`src/rtl/cp0_pkg.sv`:
```
// Shared constants for the CP0 exception/interrupt controller: register numbers,
// field positions, exception codes and the SR write mask.
package cp0_pkg;

  localparam logic [4:0] CP0_REG_BADVADDR = 5'd8;
  localparam logic [4:0] CP0_REG_SR       = 5'd12;
  localparam logic [4:0] CP0_REG_CAUSE    = 5'd13;
  localparam logic [4:0] CP0_REG_EPC      = 5'd14;

  localparam int SR_IM_LSB     = 10;
  localparam int SR_EXL_BIT    = 1;
  localparam int SR_IE_BIT     = 0;
  localparam int CAUSE_BD_BIT  = 31;
  localparam int CAUSE_IP_LSB  = 10;
  localparam int CAUSE_EXC_LSB = 2;

  localparam logic [4:0] EXC_INT     = 5'd0;
  localparam logic [4:0] EXC_ADEL    = 5'd4;
  localparam logic [4:0] EXC_ADES    = 5'd5;
  localparam logic [4:0] EXC_SYSCALL = 5'd8;
  localparam logic [4:0] EXC_RI      = 5'd10;
  localparam logic [4:0] EXC_OV      = 5'd12;

  // Only IM, EXL and IE are software-writable in SR.
  localparam logic [31:0] SR_WMASK = 32'h0000_FC03;

  function automatic logic is_addr_exc(input logic [4:0] code);
    return (code == EXC_ADEL) || (code == EXC_ADES);
  endfunction

endpackage

```
`src/rtl/cp0_unit_if.sv`:
```
// M-stage control/data bundle between the pipeline core (master) and CP0 (slave).
interface cp0_unit_if;
  logic [31:0] pc_m;
  logic        bd_m;
  logic [4:0]  exc_code_m;
  logic [31:0] bad_vaddr_m;
  logic [5:0]  hw_int;
  logic        cp0_we;
  logic [4:0]  cp0_addr;
  logic [31:0] cp0_wdata;
  logic        eret_m;
  logic [31:0] cp0_rdata;
  logic [31:0] epc_out;
  logic        req;
  logic [31:0] handler_pc;

  // req is a single-cycle combinational strobe with no ready: the core must flush
  // and redirect to handler_pc in the same cycle it sees req high.
  modport master (
    output pc_m, bd_m, exc_code_m, bad_vaddr_m, hw_int,
    output cp0_we, cp0_addr, cp0_wdata, eret_m,
    input  cp0_rdata, epc_out, req, handler_pc
  );

  modport slave (
    input  pc_m, bd_m, exc_code_m, bad_vaddr_m, hw_int,
    input  cp0_we, cp0_addr, cp0_wdata, eret_m,
    output cp0_rdata, epc_out, req, handler_pc
  );
endinterface

```
`src/rtl/cp0_req_gen.sv`:
```
// Combinational interrupt/exception request logic; interrupts take priority and
// select ExcCode 0, everything is masked while EXL is set.
module cp0_req_gen
  import cp0_pkg::*;
(
  input  logic [5:0] sr_im,
  input  logic       sr_exl,
  input  logic       sr_ie,
  input  logic [5:0] hw_int,
  input  logic [4:0] exc_code_m,
  output logic       int_req,
  output logic       exc_req,
  output logic       req,
  output logic [4:0] sel_exc_code
);

  // Live interrupt lines are used, not the IP bits latched last cycle.
  assign int_req      = (|(hw_int & sr_im)) & sr_ie & ~sr_exl;
  assign exc_req      = (exc_code_m != EXC_INT) & ~sr_exl;
  assign req          = int_req | exc_req;
  assign sel_exc_code = int_req ? EXC_INT : exc_code_m;

endmodule

```
`src/rtl/cp0_unit.sv`:
```
// Coprocessor-0: SR, Cause, EPC (and BadVAddr when CP0_BADVADDR_EN is defined),
// exception/interrupt request generation, mtc0/mfc0/eret servicing.
module cp0_unit
  import cp0_pkg::*;
#(
  parameter logic [31:0] HANDLER_PC = 32'h0000_4180,
  parameter int          NUM_HWINT  = 6
) (
  input  logic        clk,
  input  logic        rst_n,
  cp0_unit_if.slave   bus
);

  logic [5:0]           sr_im;
  logic                 sr_exl;
  logic                 sr_ie;
  logic                 cause_bd;
  logic [NUM_HWINT-1:0] cause_ip;
  logic [4:0]           cause_exc;
  logic [31:0]          epc;

  logic        int_req;
  logic        exc_req;
  logic        req_raw;
  logic [4:0]  sel_exc_code;
  logic [31:0] epc_next;
  logic        sr_wr;
  logic        epc_wr;
  logic [31:0] sr_word;
  logic [31:0] cause_word;

  cp0_req_gen u_req_gen (
    .sr_im        (sr_im),
    .sr_exl       (sr_exl),
    .sr_ie        (sr_ie),
    .hw_int       (bus.hw_int),
    .exc_code_m   (bus.exc_code_m),
    .int_req      (int_req),
    .exc_req      (exc_req),
    .req          (req_raw),
    .sel_exc_code (sel_exc_code)
  );

  // A delay-slot fault restarts at the branch so the branch re-executes.
  assign epc_next = (bus.bd_m ? (bus.pc_m - 32'd4) : bus.pc_m) & ~32'h3;
  assign sr_wr    = bus.cp0_we & ~req_raw & (bus.cp0_addr == CP0_REG_SR);
  assign epc_wr   = bus.cp0_we & ~req_raw & (bus.cp0_addr == CP0_REG_EPC);

  always_ff @(posedge clk or negedge rst_n) begin
    if (!rst_n) begin
      sr_im     <= '0;
      sr_exl    <= 1'b0;
      sr_ie     <= 1'b0;
      cause_bd  <= 1'b0;
      cause_ip  <= '0;
      cause_exc <= '0;
      epc       <= '0;
    end else begin
      cause_ip <= bus.hw_int;
      if (req_raw) begin
        sr_exl    <= 1'b1;
        cause_bd  <= bus.bd_m;
        cause_exc <= sel_exc_code;
        epc       <= epc_next;
      end else begin
        if (sr_wr) begin
          sr_im  <= bus.cp0_wdata[SR_IM_LSB +: 6];
          sr_exl <= bus.cp0_wdata[SR_EXL_BIT];
          sr_ie  <= bus.cp0_wdata[SR_IE_BIT];
        end
        if (epc_wr) epc <= bus.cp0_wdata & ~32'h3;
        // Placed after the SR write so eret overrides the written EXL bit.
        if (bus.eret_m) sr_exl <= 1'b0;
      end
    end
  end

`ifdef CP0_BADVADDR_EN
  logic [31:0] bad_vaddr;

  always_ff @(posedge clk or negedge rst_n) begin
    if (!rst_n) begin
      bad_vaddr <= '0;
    end else if (exc_req && is_addr_exc(bus.exc_code_m)) begin
      bad_vaddr <= bus.bad_vaddr_m;
    end
  end
`else
  logic unused_bad_vaddr;
  assign unused_bad_vaddr = ^bus.bad_vaddr_m;
`endif

  always_comb begin
    sr_word                           = '0;
    sr_word[SR_IM_LSB +: 6]           = sr_im;
    sr_word[SR_EXL_BIT]               = sr_exl;
    sr_word[SR_IE_BIT]                = sr_ie;
    cause_word                        = '0;
    cause_word[CAUSE_BD_BIT]          = cause_bd;
    cause_word[CAUSE_IP_LSB +: 6]     = cause_ip;
    cause_word[CAUSE_EXC_LSB +: 5]    = cause_exc;
  end

  always_comb begin
    bus.cp0_rdata = '0;
    case (bus.cp0_addr)
      CP0_REG_SR:       bus.cp0_rdata = sr_word;
      CP0_REG_CAUSE:    bus.cp0_rdata = cause_word;
      CP0_REG_EPC:      bus.cp0_rdata = epc;
`ifdef CP0_BADVADDR_EN
      CP0_REG_BADVADDR: bus.cp0_rdata = bad_vaddr;
`endif
      default:          bus.cp0_rdata = '0;
    endcase
  end

  // Gated so a pending decoder exception cannot raise req while held in reset.
  assign bus.req        = req_raw & rst_n;
  assign bus.epc_out    = epc;
  assign bus.handler_pc = HANDLER_PC;

endmodule

```
`src/flat_wrapper.sv`:
```
// flat-port wrapper written by rule: the top's interface ports become plain ports
module cp0_unit_flat import cp0_pkg::*;
#(
  parameter logic [31:0] HANDLER_PC = 32'h0000_4180,
  parameter int          NUM_HWINT  = 6
)
  (clk, rst_n, bus_pc_m, bus_bd_m, bus_exc_code_m, bus_bad_vaddr_m, bus_hw_int, bus_cp0_we, bus_cp0_addr, bus_cp0_wdata, bus_eret_m, bus_cp0_rdata, bus_epc_out, bus_req, bus_handler_pc);
  cp0_unit_if bus_i ();
  input  logic clk;
  input  logic rst_n;
  input wire logic [$bits(bus_i.pc_m)-1:0] bus_pc_m;
  input wire logic [$bits(bus_i.bd_m)-1:0] bus_bd_m;
  input wire logic [$bits(bus_i.exc_code_m)-1:0] bus_exc_code_m;
  input wire logic [$bits(bus_i.bad_vaddr_m)-1:0] bus_bad_vaddr_m;
  input wire logic [$bits(bus_i.hw_int)-1:0] bus_hw_int;
  input wire logic [$bits(bus_i.cp0_we)-1:0] bus_cp0_we;
  input wire logic [$bits(bus_i.cp0_addr)-1:0] bus_cp0_addr;
  input wire logic [$bits(bus_i.cp0_wdata)-1:0] bus_cp0_wdata;
  input wire logic [$bits(bus_i.eret_m)-1:0] bus_eret_m;
  output wire logic [$bits(bus_i.cp0_rdata)-1:0] bus_cp0_rdata;
  output wire logic [$bits(bus_i.epc_out)-1:0] bus_epc_out;
  output wire logic [$bits(bus_i.req)-1:0] bus_req;
  output wire logic [$bits(bus_i.handler_pc)-1:0] bus_handler_pc;
  assign bus_i.pc_m = bus_pc_m;
  assign bus_i.bd_m = bus_bd_m;
  assign bus_i.exc_code_m = bus_exc_code_m;
  assign bus_i.bad_vaddr_m = bus_bad_vaddr_m;
  assign bus_i.hw_int = bus_hw_int;
  assign bus_i.cp0_we = bus_cp0_we;
  assign bus_i.cp0_addr = bus_cp0_addr;
  assign bus_i.cp0_wdata = bus_cp0_wdata;
  assign bus_i.eret_m = bus_eret_m;
  assign bus_cp0_rdata = bus_i.cp0_rdata;
  assign bus_epc_out = bus_i.epc_out;
  assign bus_req = bus_i.req;
  assign bus_handler_pc = bus_i.handler_pc;
  cp0_unit #(.HANDLER_PC(HANDLER_PC), .NUM_HWINT(NUM_HWINT)) u_core (.clk(clk), .rst_n(rst_n), .bus(bus_i));
endmodule
```
`config.mk`:
```
export PLATFORM = sky130hd
export DESIGN_NAME = cp0_unit_flat
export DESIGN_NICKNAME = d
export VERILOG_FILES = /design/src/rtl/cp0_pkg.sv /design/src/rtl/cp0_unit_if.sv /design/src/rtl/cp0_req_gen.sv /design/src/rtl/cp0_unit.sv /design/src/flat_wrapper.sv
export SDC_FILE = /design/constraint.sdc
export NUM_CORES = 1
export LEC_CHECK = 0
export BUFFER_PORTS_ARGS = -buffer_cell sky130_fd_sc_hd__buf_2
export CORE_UTILIZATION = 44
export CTS_CLUSTER_SIZE = 20
export DETAILED_ROUTE_END_ITERATION = 7
export PLACE_DENSITY = 0.82
export RECOVER_POWER = 50
export SLEW_MARGIN = 5
export SYNTH_ARGS = -nofsm -noshare
export SYNTH_HDL_FRONTEND = slang
export SYNTH_HIERARCHICAL = 1
export SYNTH_SLANG_ARGS = --single-unit
export TNS_END_PERCENT = 10
```
`constraint.sdc`:
```
create_clock -name clk -period 2.5 [get_ports clk]
set_input_delay 0.5 -clock clk [delete_from_list [all_inputs] [get_ports clk]]
set_output_delay 0.5 -clock clk [all_outputs]
set_load 0.03 [all_outputs]
```
==> results.md <==
Status:
- The run finished with clean final reports.

STA:
- The slew at the pin with the worst max-slew slack is 1.28 ns.
- The clock tree skew after final layout is 0.00908 ns.
- Setup violations remaining at the end of the flow were counted as 0.
- The max-slew violation total from the final report is 0.
- Dividing the final minimum period by the clock period gives 0.954.
- The highest clock rate is approximately 420 MHz.
- The clock period minus final worst setup slack is 2.39 ns.
- Setup repair after global routing left no endpoint under its margin.
- Across all hold checks on the routed design, the worst slack comes to 0.319 ns.
- The final-report hold violation count came to 0.
- The setup slack after layout is 0.115 ns.
- Headroom to the max-slew limit came out at 0.149.

Placed design:
- The final weighted congestion in routability-driven placement is 0.890.
- The total half-perimeter wirelength after legalization and detailed placement is 7490 um.
- The worst slack after detailed placement is -0.0655 ns.
- Port buffering added 145 buffers.

Floorplan:
- Pin placement for this block handled 214 I/O pins.
- The core region is 0.00741 sq mm.
- The initial utilization of the core area, before any placement, comes to 0.465.
- The floorplan step set the die height to 90.5 um.
- The die area is 0.00818 sq mm.
- The row count is 31.
- The width of the die is 90.5 um.

Final layout:
- The count of antenna diodes in the layout is 0.
- The fraction of layout instances using a drive strength above 1 is 0.322.
- Fill cells in the final layout number 716.
- The area of all sequential standard cells is 0.00125 sq mm.
- In the final layout, the multi-input gates occupy roughly 0.002 sq mm.
- The net count of the finished layout is 630.
- The area growth from synthesis to layout is 24.0%.

GRT:
- For met1 alone, demand over resource in global routing was 0.316.
- The met3 global-route usage is 0.0311.
- After global routing the overflow that remains totals 0.
- The initial antenna violation count is 0.
- In the global route stage, met2 resource usage came out at 0.420.
- In this run the most used layer during global routing was met2.
- The first-pass GRT wire length is 16100 um.
- The number of global-route vias before repair was 3272.
- For this run, the total global-route usage over all layers was measured as 0.243.
- Entering global routing, the biggest net connects 51 pins.

Power and ir drop:
- The share of total power dissipated in the clock network is 0.133.
- The combinational group share of total power is 0.480.
- The net switching component of the power is 0.00175 W.
- Summed over all cells, the static leakage comes to 2.07 nW.
- The power per cell area is 855 mW/mm^2.
- The internal power of the cells totals approximately 0.0019 W.
- The share of total power dissipated in sequential elements is 0.388.
- The highest ir drop seen on vdd is 0.403 mV.
- The switching share of power is 0.480.

Yosys:
- The largest total area in the synthesized netlist belongs to dfrtp_1.
- During synthesis, Yosys emitted a total of 6 warnings.
- Sorting the synthesized cells by area gives the leading types as dfrtp_1, buf_4, a211oi_1, and3_1, mux2_2.
- The portion of the post-synthesis area used by sequential elements is 0.363.
- The most numerous cell in the Yosys netlist is dfrtp_1.
- The cell area that synthesis handed to floorplanning was 0.00344 sq mm.
- Each instance of the synthesized netlist takes up on average 9.36 sq um.
- In this run, synthesis produced a sequential element count of 50.
- The proportion of netlist area held by the largest area contributor is 0.363.
- The gate count after technology mapping is ~370.
- The most frequently used flop master after synthesis is dfrtp_1.
- Counting distinct cell types in the post-synthesis netlist gives 45.
- The commonest cells after synthesis are dfrtp_1, buf_4, a211oi_1, and3_1, clkbuf_1.
- Of all flip-flops after synthesis, the portion carrying an async set or reset was 1.00.
- Yosys mapped a number of flops with a built-in enable equal to 0.

CTS:
- TritonCTS built the clock tree.
- Counting along the longest clock path gives a buffer depth of 2.
- The tree is rooted in a clkbuf_8.
- The later pin in the worst-skew pair is clocked with a latency of 0.31 ns.
- The clock drives 50 sinks.
- Clock-pin slew was measured on the worst setup and hold paths at around 0.1 ns.
- The H-tree was split into 2 levels.
- In this run, CTS created clock tree buffers numbering 5.

Critical path:
- The largest single stage delay on the critical path is 0.41 ns.
- The nature of the critical path endpoint is a primary output.
- The sum of buffers and inverters on the critical path is 2.
- The kind of cell with the highest combined delay along the critical path is simple AND/OR/NAND/NOR gates.
- The setup path with the least slack is of type reg2out.
- The largest individual stage delay along the critical path comes from the cell dfrtp_1.
- The startpoint class of the critical path is a register.
- For the worst setup path, the data arrival time is 1.89 ns.
- The required time of the critical path is 2.00 ns.
- The top fanout value on the critical path is 31.
- Walking the worst path, the cells encountered are a22oi_2 > a311oi_4 > or2_4 > buf_12 > and2_1 > buf_2.

Routing:
- The final antenna-violating net count is 0.
- The number of design-rule violations left by the first detailed-router iteration is 202.
- The count of TritonRoute iterations in the first routing pass is 7.
- For this run, design rule violations remaining after detail routing come to 0.
- The routed layout has 3361 vias.
- In the final routed layout, each cell accounts on average for 16.3 um.
- The total length of routed wires is between 9000 and 10000 um.
- Dividing the detail-routed via count by the number of cells gives 5.49.

Job:
- The number of max-capacitance violations reported is 0.

Worst hold path:
- The worst hold path belongs to the class in2reg.
placed cells by master (no fill, tap or decap), types with 7 or more instances in the layout:
cell type / n
and3_1: 27
mux2_2: 13
and2_1: 21
xor2_1: 9
nand2_1: 7
o31ai_1: 10
or3_1: 9
o21ai_0: 11
buf_4: 15
a31oi_1: 16
dfrtp_1: 50
clkbuf_1: 32
or4_1: 12
nor4_1: 8
a211oi_1: 27
conb_1: 34
inv_1: 10
a21oi_1: 12
buf_2: 113
area by class of cell:
| cell class | instances | share of cell area |
|---|---|---|
| clock buffers | 5 | 0.0161 |
| clock inverters | 3 | 0.00498 |
| inverters | 10 | 0.00879 |
| multi-input cells | 283 | 0.455 |
| flip-flops and latches | 50 | 0.293 |
| well taps | 99 | 0.0290 |
| repair buffers | 162 | 0.193 |
timing repair:
action                     in CTS  in global routing
setup buffers                   0                  1
setup endpoints to repair       1                  1
pin swaps                       1                  1
gates resized for setup         2                  3
hold buffers                    0                  0
gates cloned                    0                  0
path summary, 6_finish.rpt:
| check | to | start | cells after the start | slack [ns] |
|---|---|---|---|---|
| worst min-delay path | u_core/cause_ip[5] | bus_hw_int[5] | 1 | 0.32 |
| worst min register to register | u_core/cause_exc[1] | u_core/cause_exc[1] | 1 | 0.51 |
| min in group asynchronous | u_core/cause_ip[4] | rst_n | 2 | 0.63 |
| worst max-delay path | bus_req | u_core/sr_im[3] | 6 | 0.11 |
| max in group asynchronous | u_core/bus.epc_out[20] | rst_n | 2 | 1.09 |
| worst max register to register | u_core/sr_im[1] | u_core/sr_im[3] | 6 | 0.17 |
kinds of logic after synthesis:
kind of cell / share of synthesized area
AND/OR/NAND/NOR: 0.241
XOR/XNOR: 0.0305
buffers and inverters: 0.110
multiplexers: 0.0541
flip-flops: 0.363
adder cells (fa/ha/maj): 0.00363
AO/OA/AOI/OAI: 0.195
other: 0.00218
routing by layer:
layer | up-vias | wire [um]
met5 | - | 0
met4 | 0 | 124
met3 | 9 | 584
met2 | 151 | 4840
met1 | 1589 | 4440
li1 | 1612 | -
through the flow:
stage / power [W] / cells / setup TNS [ns] / utilization / area (sq um)
3_5_place_dp: 0.00318 / 603 / -0.390 / 0.566 / 4200
5_1_grt: 0.00385 / 612 / 0 / 0.576 / 4270
4_1_cts: 0.00368 / 611 / 0 / 0.580 / 4290
6_report: 0.00365 / 612 / 0 / 0.576 / 4270
2_1_floorplan: 0.00262 / 400 / 0 / - / 3560
3_3_place_gp: 0.00313 / 603 / -0.169 / 0.566 / 4200
power groups by stage:
stage	registers, W	clock network (W)	logic [W]
finish	0.00141	0.000484	0.00175
detailed placement	0.00142	0	0.00176
floorplan	0.00184	0	0.000785
global placement	0.00140	0	0.00172
CTS	0.00141	0.000499	0.00177
global route	0.00145	0.000525	0.00187
state kept, by name (all words and copies together) (netlist names):
name                cells
u_core/bus.epc_out     30
u_core/sr_exl           1
u_core/sr_ie            1
u_core/cause_bd         1
u_core/cause_exc        5
u_core/sr_im            6
u_core/cause_ip         6
No activity file was read; power rests on OpenSTA's default activity.
